$ cat config.mk
export PLATFORM = sky130hd
export DESIGN_NAME = microwave_timer_ctrl
export DESIGN_NICKNAME = d
export VERILOG_FILES = /design/src/rtl/microwave_timer_ctrl.sv
export SDC_FILE = /design/constraint.sdc
export NUM_CORES = 1
export LEC_CHECK = 0
export ABC_AREA = 1
export BUFFER_PORTS_ARGS = -buffer_cell sky130_fd_sc_hd__buf_2
export CORE_MARGIN = 2
export CORE_UTILIZATION = 52
export DETAILED_ROUTE_END_ITERATION = 16
export PLACE_DENSITY = 0.77
export RECOVER_POWER = 25
export SYNTH_ARGS = -nofsm -noshare
export SYNTH_HDL_FRONTEND = slang
export SYNTH_SLANG_ARGS = --single-unit
$ cat constraint.sdc
create_clock -name clk -period 3 [get_ports clk]
set_input_delay 0.6 -clock clk [delete_from_list [all_inputs] [get_ports clk]]
set_output_delay 0.6 -clock clk [all_outputs]
set_load 0.02 [all_outputs]
$ cat src/rtl/microwave_timer_ctrl.sv
// Microwave cook-timer sequencer: keypad M:SS entry, one-second BCD countdown,
// magnetron enable, door interlock and a timed beep window after completion.
module microwave_timer_ctrl #(
  parameter int TICK_DIV   = 50_000_000,
  parameter int DONE_TICKS = 3
) (
  input  logic       clk,
  input  logic       rst_n,
  input  logic       key_valid,
  input  logic [3:0] key_digit,
  input  logic       start,
  input  logic       stop,
  input  logic       clear,
  input  logic       door_closed,
  output logic [3:0] min,
  output logic [3:0] sec_tens,
  output logic [3:0] sec_ones,
  output logic       magnetron_on,
  output logic       beep,
  output logic       done,
  output logic [1:0] state
);

  // Control inputs are single-cycle strobes sampled on the rising edge with no
  // back-pressure: clear > stop > start > key_valid, and only the highest
  // asserted strobe acts in a cycle even if that strobe is then ignored.

  localparam logic [1:0] IDLE  = 2'd0;
  localparam logic [1:0] RUN   = 2'd1;
  localparam logic [1:0] PAUSE = 2'd2;
  localparam logic [1:0] DONE  = 2'd3;

  localparam int PW = $clog2(TICK_DIV);
  localparam int DW = $clog2(DONE_TICKS + 1);
  localparam logic [PW-1:0] PRESC_LAST = PW'(TICK_DIV - 1);
  localparam logic [DW-1:0] DONE_LAST  = DW'(DONE_TICKS - 1);

  logic [PW-1:0] presc_q, presc_d, presc_inc;
  logic [DW-1:0] dcnt_q, dcnt_d;
  logic [1:0]    state_d;
  logic [3:0]    min_d, tens_d, ones_d;
  logic [3:0]    dec_min, dec_tens, dec_ones;
  logic          done_d;
  logic          tick, time_zero, key_ok, dec_zero;

  assign tick      = (presc_q == PRESC_LAST);
  assign presc_inc = tick ? '0 : presc_q + 1'b1;
  assign time_zero = (min == 4'd0) && (sec_tens == 4'd0) && (sec_ones == 4'd0);
  // sec_ones must be a legal tens digit before it can be shifted into sec_tens.
  assign key_ok    = (key_digit <= 4'd9) && (sec_ones <= 4'd5);

  // One-second BCD decrement with borrow from tens and then minutes.
  always_comb begin
    dec_min  = min;
    dec_tens = sec_tens;
    dec_ones = sec_ones;
    if (sec_ones != 4'd0) begin
      dec_ones = sec_ones - 4'd1;
    end else if (sec_tens != 4'd0) begin
      dec_ones = 4'd9;
      dec_tens = sec_tens - 4'd1;
    end else if (min != 4'd0) begin
      dec_min  = min - 4'd1;
      dec_tens = 4'd5;
      dec_ones = 4'd9;
    end
  end

  assign dec_zero = (dec_min == 4'd0) && (dec_tens == 4'd0) && (dec_ones == 4'd0);

  always_comb begin
    state_d = state;
    min_d   = min;
    tens_d  = sec_tens;
    ones_d  = sec_ones;
    presc_d = presc_q;
    dcnt_d  = dcnt_q;
    done_d  = 1'b0;
    if (clear) begin
      state_d = IDLE;
      min_d   = 4'd0;
      tens_d  = 4'd0;
      ones_d  = 4'd0;
      presc_d = '0;
      dcnt_d  = '0;
    end else begin
      case (state)
        IDLE: begin
          presc_d = '0;
          dcnt_d  = '0;
          if (stop) begin
            min_d  = 4'd0;
            tens_d = 4'd0;
            ones_d = 4'd0;
          end else if (start) begin
            if (door_closed && !time_zero) state_d = RUN;
          end else if (key_valid && key_ok) begin
            min_d  = sec_tens;
            tens_d = sec_ones;
            ones_d = key_digit;
          end
        end
        RUN: begin
          // Door-open and stop both freeze the prescaler, even on a tick cycle.
          if (stop || !door_closed) begin
            state_d = PAUSE;
          end else begin
            presc_d = presc_inc;
            if (tick) begin
              min_d  = dec_min;
              tens_d = dec_tens;
              ones_d = dec_ones;
              if (dec_zero) begin
                state_d = DONE;
                done_d  = 1'b1;
                dcnt_d  = '0;
              end
            end
          end
        end
        PAUSE: begin
          if (stop) begin
            state_d = IDLE;
            min_d   = 4'd0;
            tens_d  = 4'd0;
            ones_d  = 4'd0;
            presc_d = '0;
          end else if (start && door_closed) begin
            state_d = RUN;
          end
        end
        DONE: begin
          if (stop || start || key_valid) begin
            state_d = IDLE;
            presc_d = '0;
            dcnt_d  = '0;
          end else begin
            presc_d = presc_inc;
            if (tick) begin
              if (dcnt_q == DONE_LAST) begin
                state_d = IDLE;
                dcnt_d  = '0;
              end else begin
                dcnt_d = dcnt_q + 1'b1;
              end
            end
          end
        end
        default: begin
          state_d = IDLE;
          min_d   = 4'd0;
          tens_d  = 4'd0;
          ones_d  = 4'd0;
          presc_d = '0;
          dcnt_d  = '0;
        end
      endcase
    end
  end

  // Output flags are registered from the next state so they change with it.
  always_ff @(posedge clk or negedge rst_n) begin
    if (!rst_n) begin
      state        <= IDLE;
      min          <= 4'd0;
      sec_tens     <= 4'd0;
      sec_ones     <= 4'd0;
      presc_q      <= '0;
      dcnt_q       <= '0;
      magnetron_on <= 1'b0;
      beep         <= 1'b0;
      done         <= 1'b0;
    end else begin
      state        <= state_d;
      min          <= min_d;
      sec_tens     <= tens_d;
      sec_ones     <= ones_d;
      presc_q      <= presc_d;
      dcnt_q       <= dcnt_d;
      magnetron_on <= (state_d == RUN);
      beep         <= (state_d == DONE);
      done         <= done_d;
    end
  end

endmodule

==> reports/results.txt, run 1 <==
Final GP Congestion -> 0.954
Ant diodes -> 0
#FFs+latches synth -> 45
Worst Setup End Kind -> flip-flop
Drt total wl -> 7050 µm
Worst-path clk slew -> 80 ps
Nets -> 476
Placed cell area -> 3280 µm²
TNS Setup -> 0 ps
Max IR drop VDD -> 0.504 mV
Antenna violations before repair -> 0
Avg WL per Cell -> 13.3 µm
CTS Sinks -> 45
Leak pwr -> 1.63 nW
Final Max Tran Viols -> 0
FMAX -> 415 MHz
Post-synthesis sequential area ratio -> 36.6%
Cells on worst reg2reg path -> 12
Arrival time at the worst endpoint -> 2610 ps
Hpwl dp -> 5310 µm
Starting DRT DRC Count -> 233
Initial Util -> 53.0%
RSZ-0062 raised after global routing -> false
First-pass GRT wire length -> 11900 µm
CP Launch Type -> flip-flop
Status -> complete, no violations
Largest stage delay on the critical path -> 460 ps
I/O Buffers -> 27
Share of post-route cells with drive strength above 1 -> 14.0%
CTS root buf -> clkbuf_8
Final period util -> 80.3%
Drt pass-1 iters -> 6
CTS Hold Bufs -> 0
Largest net degree at the start of global routing -> 46
Die W -> 81.0 µm
Layout Cells excl Fill -> 531
Final setup violation count -> 0
Syn_area_per_cell -> 7.27 µm²
Hold Crit Class -> in2async
DP Cell Count -> 523
DR vias/cell -> 5.45
Delay-heaviest family, CP -> simple AND/OR/NAND/NOR gates
Max clock buf depth -> 2
Total grt overflow -> 0
Clk_lat worst skew -> 290 ps
Num CTS Buffers -> 5
Ys Warns -> 0
Area growth, synth to finish -> 10.4%
# DRC -> 0
Worst-path maximum fanout -> 17
Sum of buffers and inverters on the critical path -> 3
Worst r2r src -> state[1]$_DFF_PN0_
Pwr Density -> 696 nW/µm²
Cells after Synth -> 424
CP max-delay cell -> dfrtp_1
Row count -> 28
Max_slew headroom -> 34.2%
Vias in the first global route -> 2595
Cell area after layout -> 3400 µm²
Count of cell types in the netlist -> 42
GR Util All Layers -> 22.6%
H-tree depth -> 2
Worst-Margin Slew -> 987 ps
Flop2flop setup slack -> 590 ps
Worst-path cell chain -> inv_1 -> ha_1 -> inv_1 -> nor2_1 -> nand2_2 -> nand2_4 -> inv_4 -> o21ai_1 -> a31oi_1 -> nand2_1 -> nand2_1 -> o21ai_0
Total number of vias -> 2895
Die Ht -> 81.0 µm
Critical Path RT -> 3200 ps
Core Area -> 5820 µm²
Clk_skew -> 7.21 ps
DRT antenna net count -> 0
Final min period -> 2410 ps
Kind of critical path -> reg2reg
Max-Cap Viols -> 0
Post_cts resized -> 0
Die ar. -> 6560 µm²
Post CTS Setup Buffer Count -> 0
Reg2Reg Capture Point -> sec_ones[3]$_DFFE_PN0P_
Endpoints failing hold -> 0
CTS tree -> done
Netlist Area Pre-Place -> 3080 µm²
Top Ports -> 28
Synth Net Count -> 445
[cells in the mapped netlist, drive strengths merged]
cell type | number | area (µm²)
clkinv | 1 | 3.75
nor3 | 11 | 60.1
inv | 59 | 224
or2 | 1 | 6.26
a32oi | 3 | 26.3
buf | 4 | 33.8
dfrtp | 45 | 1130
nor3b | 2 | 15.0
a221oi | 1 | 8.76
xnor2 | 5 | 43.8
a31oi | 3 | 18.8
nand2 | 106 | 428
nand3 | 36 | 190
a21oi | 11 | 55.1
o31ai | 2 | 15.0
o21bai | 1 | 7.51
nor4 | 4 | 46.3
a211oi | 1 | 7.51
ha | 10 | 125
o21ai | 28 | 140
nand3b | 1 | 7.51
nand4 | 5 | 46.3
a22o | 1 | 8.76
xor2 | 7 | 61.3
o22ai | 1 | 6.26
nor2 | 70 | 330
a22oi | 4 | 30.0
o311ai | 1 | 8.76
[sequential cells by signal, summed over array words and instances (netlist names)]
register,flops
beep,1
dcnt_q,2
done,1
magnetron_on,1
min,4
presc_q,26
sec_ones,4
sec_tens,4
state,2
[how the worst max path moves through the flow]
stage	start	to	slack, ps	cells after the start
floorplan	sec_ones[0]$_DFFE_PN0P_	magnetron_on$_DFF_PN0_	940	17
global placement	stop	sec_ones[0]$_DFFE_PN0P_	630	11
detailed placement	stop	sec_ones[3]$_DFFE_PN0P_	620	11
CTS	state[1]$_DFF_PN0_	sec_ones[3]$_DFFE_PN0P_	590	12
global route	state[1]$_DFF_PN0_	sec_ones[3]$_DFFE_PN0P_	400	12
finish	state[1]$_DFF_PN0_	sec_ones[3]$_DFFE_PN0P_	590	12
[final cells by class]
class / count / area (µm²)
fillers: 564 / 2420
multi-input cells: 315 / 1690
flip-flops and latches: 45 / 1130
inverters: 60 / 228
repair buffers: 28 / 143
well taps: 75 / 93.8
clock buffers: 7 / 86.3
clock inverters: 1 / 30.0
[routing by layer]
metal | GRT usage (%) | part of all wire, % | up-vias
met5 | 0 | 0 | -
met4 | 4.41 | 1.2 | 0
met3 | 4.44 | 6.4 | 12
met2 | 35.5 | 45 | 110
met1 | 32.8 | 47 | 1331
li1 | - | - | 1442
[cells by family (layout without fill, tap and decap cells)]
kind of cell / count (synthesis) / after routing / share of synthesized area, %
AND/OR/NAND/NOR: 236 / 236 / 36.7
buffers and inverters: 64 / 96 / 8.49
AO/OA/AOI/OAI: 57 / 57 / 10.8
flip-flops: 45 / 45 / 36.6
XOR/XNOR: 12 / 12 / 3.41
adder cells (fa/ha/maj): 10 / 10 / 4.06
[layout by cell type, fill, tap and decap left out, drive strengths merged]
cell	netlist	routed
nand2	106	106
nor2	70	70
inv	59	59
dfrtp	45	45
nand3	36	36
buf	4	28
o21ai	28	28
a21oi	11	11
nor3	11	11
ha	10	10
xor2	7	7
clkbuf	0	7
xnor2	5	5
nand4	5	5
a22oi	4	4
nor4	4	4
a32oi	3	3
a31oi	3	3
nor3b	2	2
o31ai	2	2
o21bai	1	1
or2	1	1
clkinv	1	1
o311ai	1	1
o22ai	1	1
a221oi	1	1
a22o	1	1
nand3b	1	1
a211oi	1	1
bufinv	0	1
[report_power, final]
group	switching [W]	internal, W	total, W	leakage (nW)
combinational	0.000823	0.000354	0.00118	0.951
sequential	0.0000724	0.000650	0.000723	0.625
clock	0.000196	0.000272	0.000468	0.0585
[stage by stage]
| stage | total power (W) | utilization, % | hold WS, ps | setup slack (ps) |
|---|---|---|---|---|
| after global placement | 0.00187 | 56.5 | 478 | 630 |
| after global routing | 0.00255 | 58.5 | 517 | 401 |
| after CTS | 0.00235 | 58.5 | 498 | 594 |
| final | 0.00237 | 58.5 | 470 | 592 |
| after floorplan | 0.00161 | - | 304 | 938 |
| after detailed placement | 0.00188 | 56.5 | 479 | 620 |
Note: power is estimated with default switching activity, not from simulation.
==> run 2, diff against run 1 <==
==> constraint.sdc (replaced) <==
create_clock -name clk -period 2.5 [get_ports clk]
set_input_delay 0.5 -clock clk [delete_from_list [all_inputs] [get_ports clk]]
set_output_delay 0.5 -clock clk [all_outputs]
set_load 0.02 [all_outputs]
==> reports/results.txt, run 2 (same netlist as run 1, synthesis figures left out) <==
Top Ports -> 28 (unchanged)
Max clock buf depth -> 2 (unchanged)
Status -> complete, no violations
Drt pass-1 iters -> 5 (-1)
Worst-path cell chain -> inv_1 -> ha_1 -> nand2_1 -> nor2_4 -> nand2_2 -> nor2_2 -> nor2_1 -> nor2_1 -> nand2_1 -> nor2_1 -> nand2_1 -> nand2_1 -> nand2_1 -> nand2_1 -> nand2_1 -> nand2_1 -> nor2_1
CP Launch Type -> flip-flop
Worst-path clk slew -> 90 ps (about the same)
Commonest non-fill, non-tap cell in the layout -> nand2_1
Worst-path maximum fanout -> 6 (-11)
TNS Setup -> 0 ps (unchanged)
Largest stage delay on the critical path -> 450 ps (about the same)
Multi-input logic area -> 1700 µm² (+0.30%)
Clk_skew -> 11.0 ps (+3.83 ps)
Row count -> 28 (unchanged)
Crit path launch -> sec_tens[0]$_DFFE_PN0P_
Final min period -> 2270 ps (-135 ps)
Largest net degree at the start of global routing -> 27 (-41%)
Hold Crit Class -> in2async
I/O Buffers -> 27 (unchanged)
CTS Sinks -> 45 (unchanged)
Die ar. -> 6560 µm² (unchanged)
Final setup violation count -> 0 (unchanged)
Initial Util -> 53.0% (unchanged)
CTS root buf -> clkbuf_8
RSZ-0062 raised after global routing -> false
Critical Path RT -> 2690 ps (-510 ps)
FF+latch area -> 1130 µm² (unchanged)
Share of post-route cells with drive strength above 1 -> 15.4% (+1.4 points)
Levels on crit path -> 17 (+5)
Core Area -> 5820 µm² (unchanged)
Area growth, synth to finish -> 11.7%
GR Util All Layers -> 23.4% (+0.80 points)
Most used cell, CP -> nand2_1
Avg WL per Cell -> 13.3 µm (-0.17%)
Reg with most FFs -> presc_q
Kind of critical path -> reg2reg
Drt total wl -> 7110 µm (+0.77%)
Delay-heaviest family, CP -> simple AND/OR/NAND/NOR gates
Worst-Margin Slew -> 1030 ps (+47.6 ps)
Sum of buffers and inverters on the critical path -> 1 (-2)
Commonest non-fill, non-tap cells in the layout -> nand2_1 (97), nor2_1 (60), inv_1 (54)
Cells on worst reg2reg path -> 17 (+5)
Worst r2r src -> sec_tens[0]$_DFFE_PN0P_
Max-Cap Viols -> 0 (unchanged)
Ant diodes -> 0 (unchanged)
Starting DRT DRC Count -> 218 (-6.4%)
Final GP Congestion -> 0.928 (-2.7%)
DR vias/cell -> 5.36 (-1.7%)
Total grt overflow -> 0 (unchanged)
Nets -> 481 (+1.1%)
H-tree depth -> 2 (unchanged)
Final Max Tran Viols -> 0 (unchanged)
Crit path to -> magnetron_on$_DFF_PN0_
CP max-delay cell -> dfrtp_1
Endpoints failing hold -> 0 (unchanged)
Arrival time at the worst endpoint -> 2460 ps (-150 ps)
Final core occ -> 59.2% (+0.73 points)
Max reg flops -> 26 (unchanged)
Pwr Density -> 839 nW/µm² (+20%)
Worst Setup End Kind -> flip-flop
Num CTS Buffers -> 5 (unchanged)
Hpwl dp -> 5470 µm (+3.0%)
Vias in the first global route -> 2643 (+1.8%)
DRT antenna net count -> 0 (unchanged)
Reg2Reg Capture Point -> magnetron_on$_DFF_PN0_
Total number of vias -> 2874 (-0.73%)
# DRC -> 0 (unchanged)
Post CTS Setup Buffer Count -> 0 (unchanged)
Max IR drop VDD -> 0.562 mV (+11%)
Flop2flop setup slack -> 230 ps (-370 ps)
Die Ht -> 81.0 µm (unchanged)
Die W -> 81.0 µm (unchanged)
FMAX -> 440 MHz (+5.9%)
Final period util -> 90.9% (+11 points)
Clk_lat worst skew -> 300 ps (about the same)
Leak pwr -> 1.65 nW (+1.2%)
Fillers -> 536 (-5.0%)
Max_slew headroom -> 31.1% (-3.2 points)
Antenna violations before repair -> 0 (unchanged)
First-pass GRT wire length -> 12000 µm (+1.6%)
CTS tree -> done
run 2: cell count changes in the layout (fill, tap and decap cells not counted), sizes merged:
cell,before,now
clkinvlp,0,1
buf,28,31
clkbuf,7,8
run 2: how the worst min path moves through the flow:
stage	from	slack [ps]	depth (start not counted)	endpoint
6_report	rst_n	360	1	presc_q[15]$_DFFE_PN0P_
5_1_grt	clear	460	2	done$_DFF_PN0_
4_1_cts	rst_n	140	1	presc_q[23]$_DFFE_PN0P_
3_5_place_dp	rst_n	460	1	dcnt_q[0]$_DFFE_PN0P_
3_3_place_gp	rst_n	470	1	dcnt_q[1]$_DFFE_PN0P_
2_1_floorplan	rst_n	200	0	beep$_DFF_PN0_
run 2: metrics by stage:
step	instances	cell area, µm²	worst slack [ps]	hold slack (ps)	power, W
2_1_floorplan	424	3080	438	204	0.00194
3_3_place_gp	528	3320	244	465	0.00226
3_5_place_dp	528	3320	163	464	0.00229
4_1_cts	536	3440	214	137	0.00288
5_1_grt	536	3440	14.2	465	0.00311
6_report	536	3440	227	355	0.00289
run 2: area by class of cell:
cell class / instances / area share [%]
inverter: 60 / 6.62
timing repair buffer: 33 / 5.13
tap: 75 / 2.73
clock inverter: 2 / 1.09
multi-input combinational: 315 / 49.3
sequential: 45 / 32.7
clock buffer: 6 / 2.40
run 2: what timing repair did:
action	CTS	global route
endpoints found under the hold margin	0	0
resized for setup	0	2
endpoints found under the setup margin	0	10
hold buffers	0	0
run 2: where the power goes:
part / internal (W) / switching (W) / leakage, nW
logic: 0.000445 / 0.00101 / 0.972
registers: 0.000781 / 0.0000759 / 0.625
clock network: 0.000325 / 0.000248 / 0.0574
total: 0.00155 / 0.00134 / 1.65
run 2: metal layers:
layer,share of wire (%),vias to the layer above,global-route usage (%),routed length (µm)
li1,-,1443,-,-
met1,46,1351,32.9,3300
met2,48,75,38.0,3390
met5,0,-,0,0
met3,4.9,5,3.33,350
met4,0.86,0,6.44,61
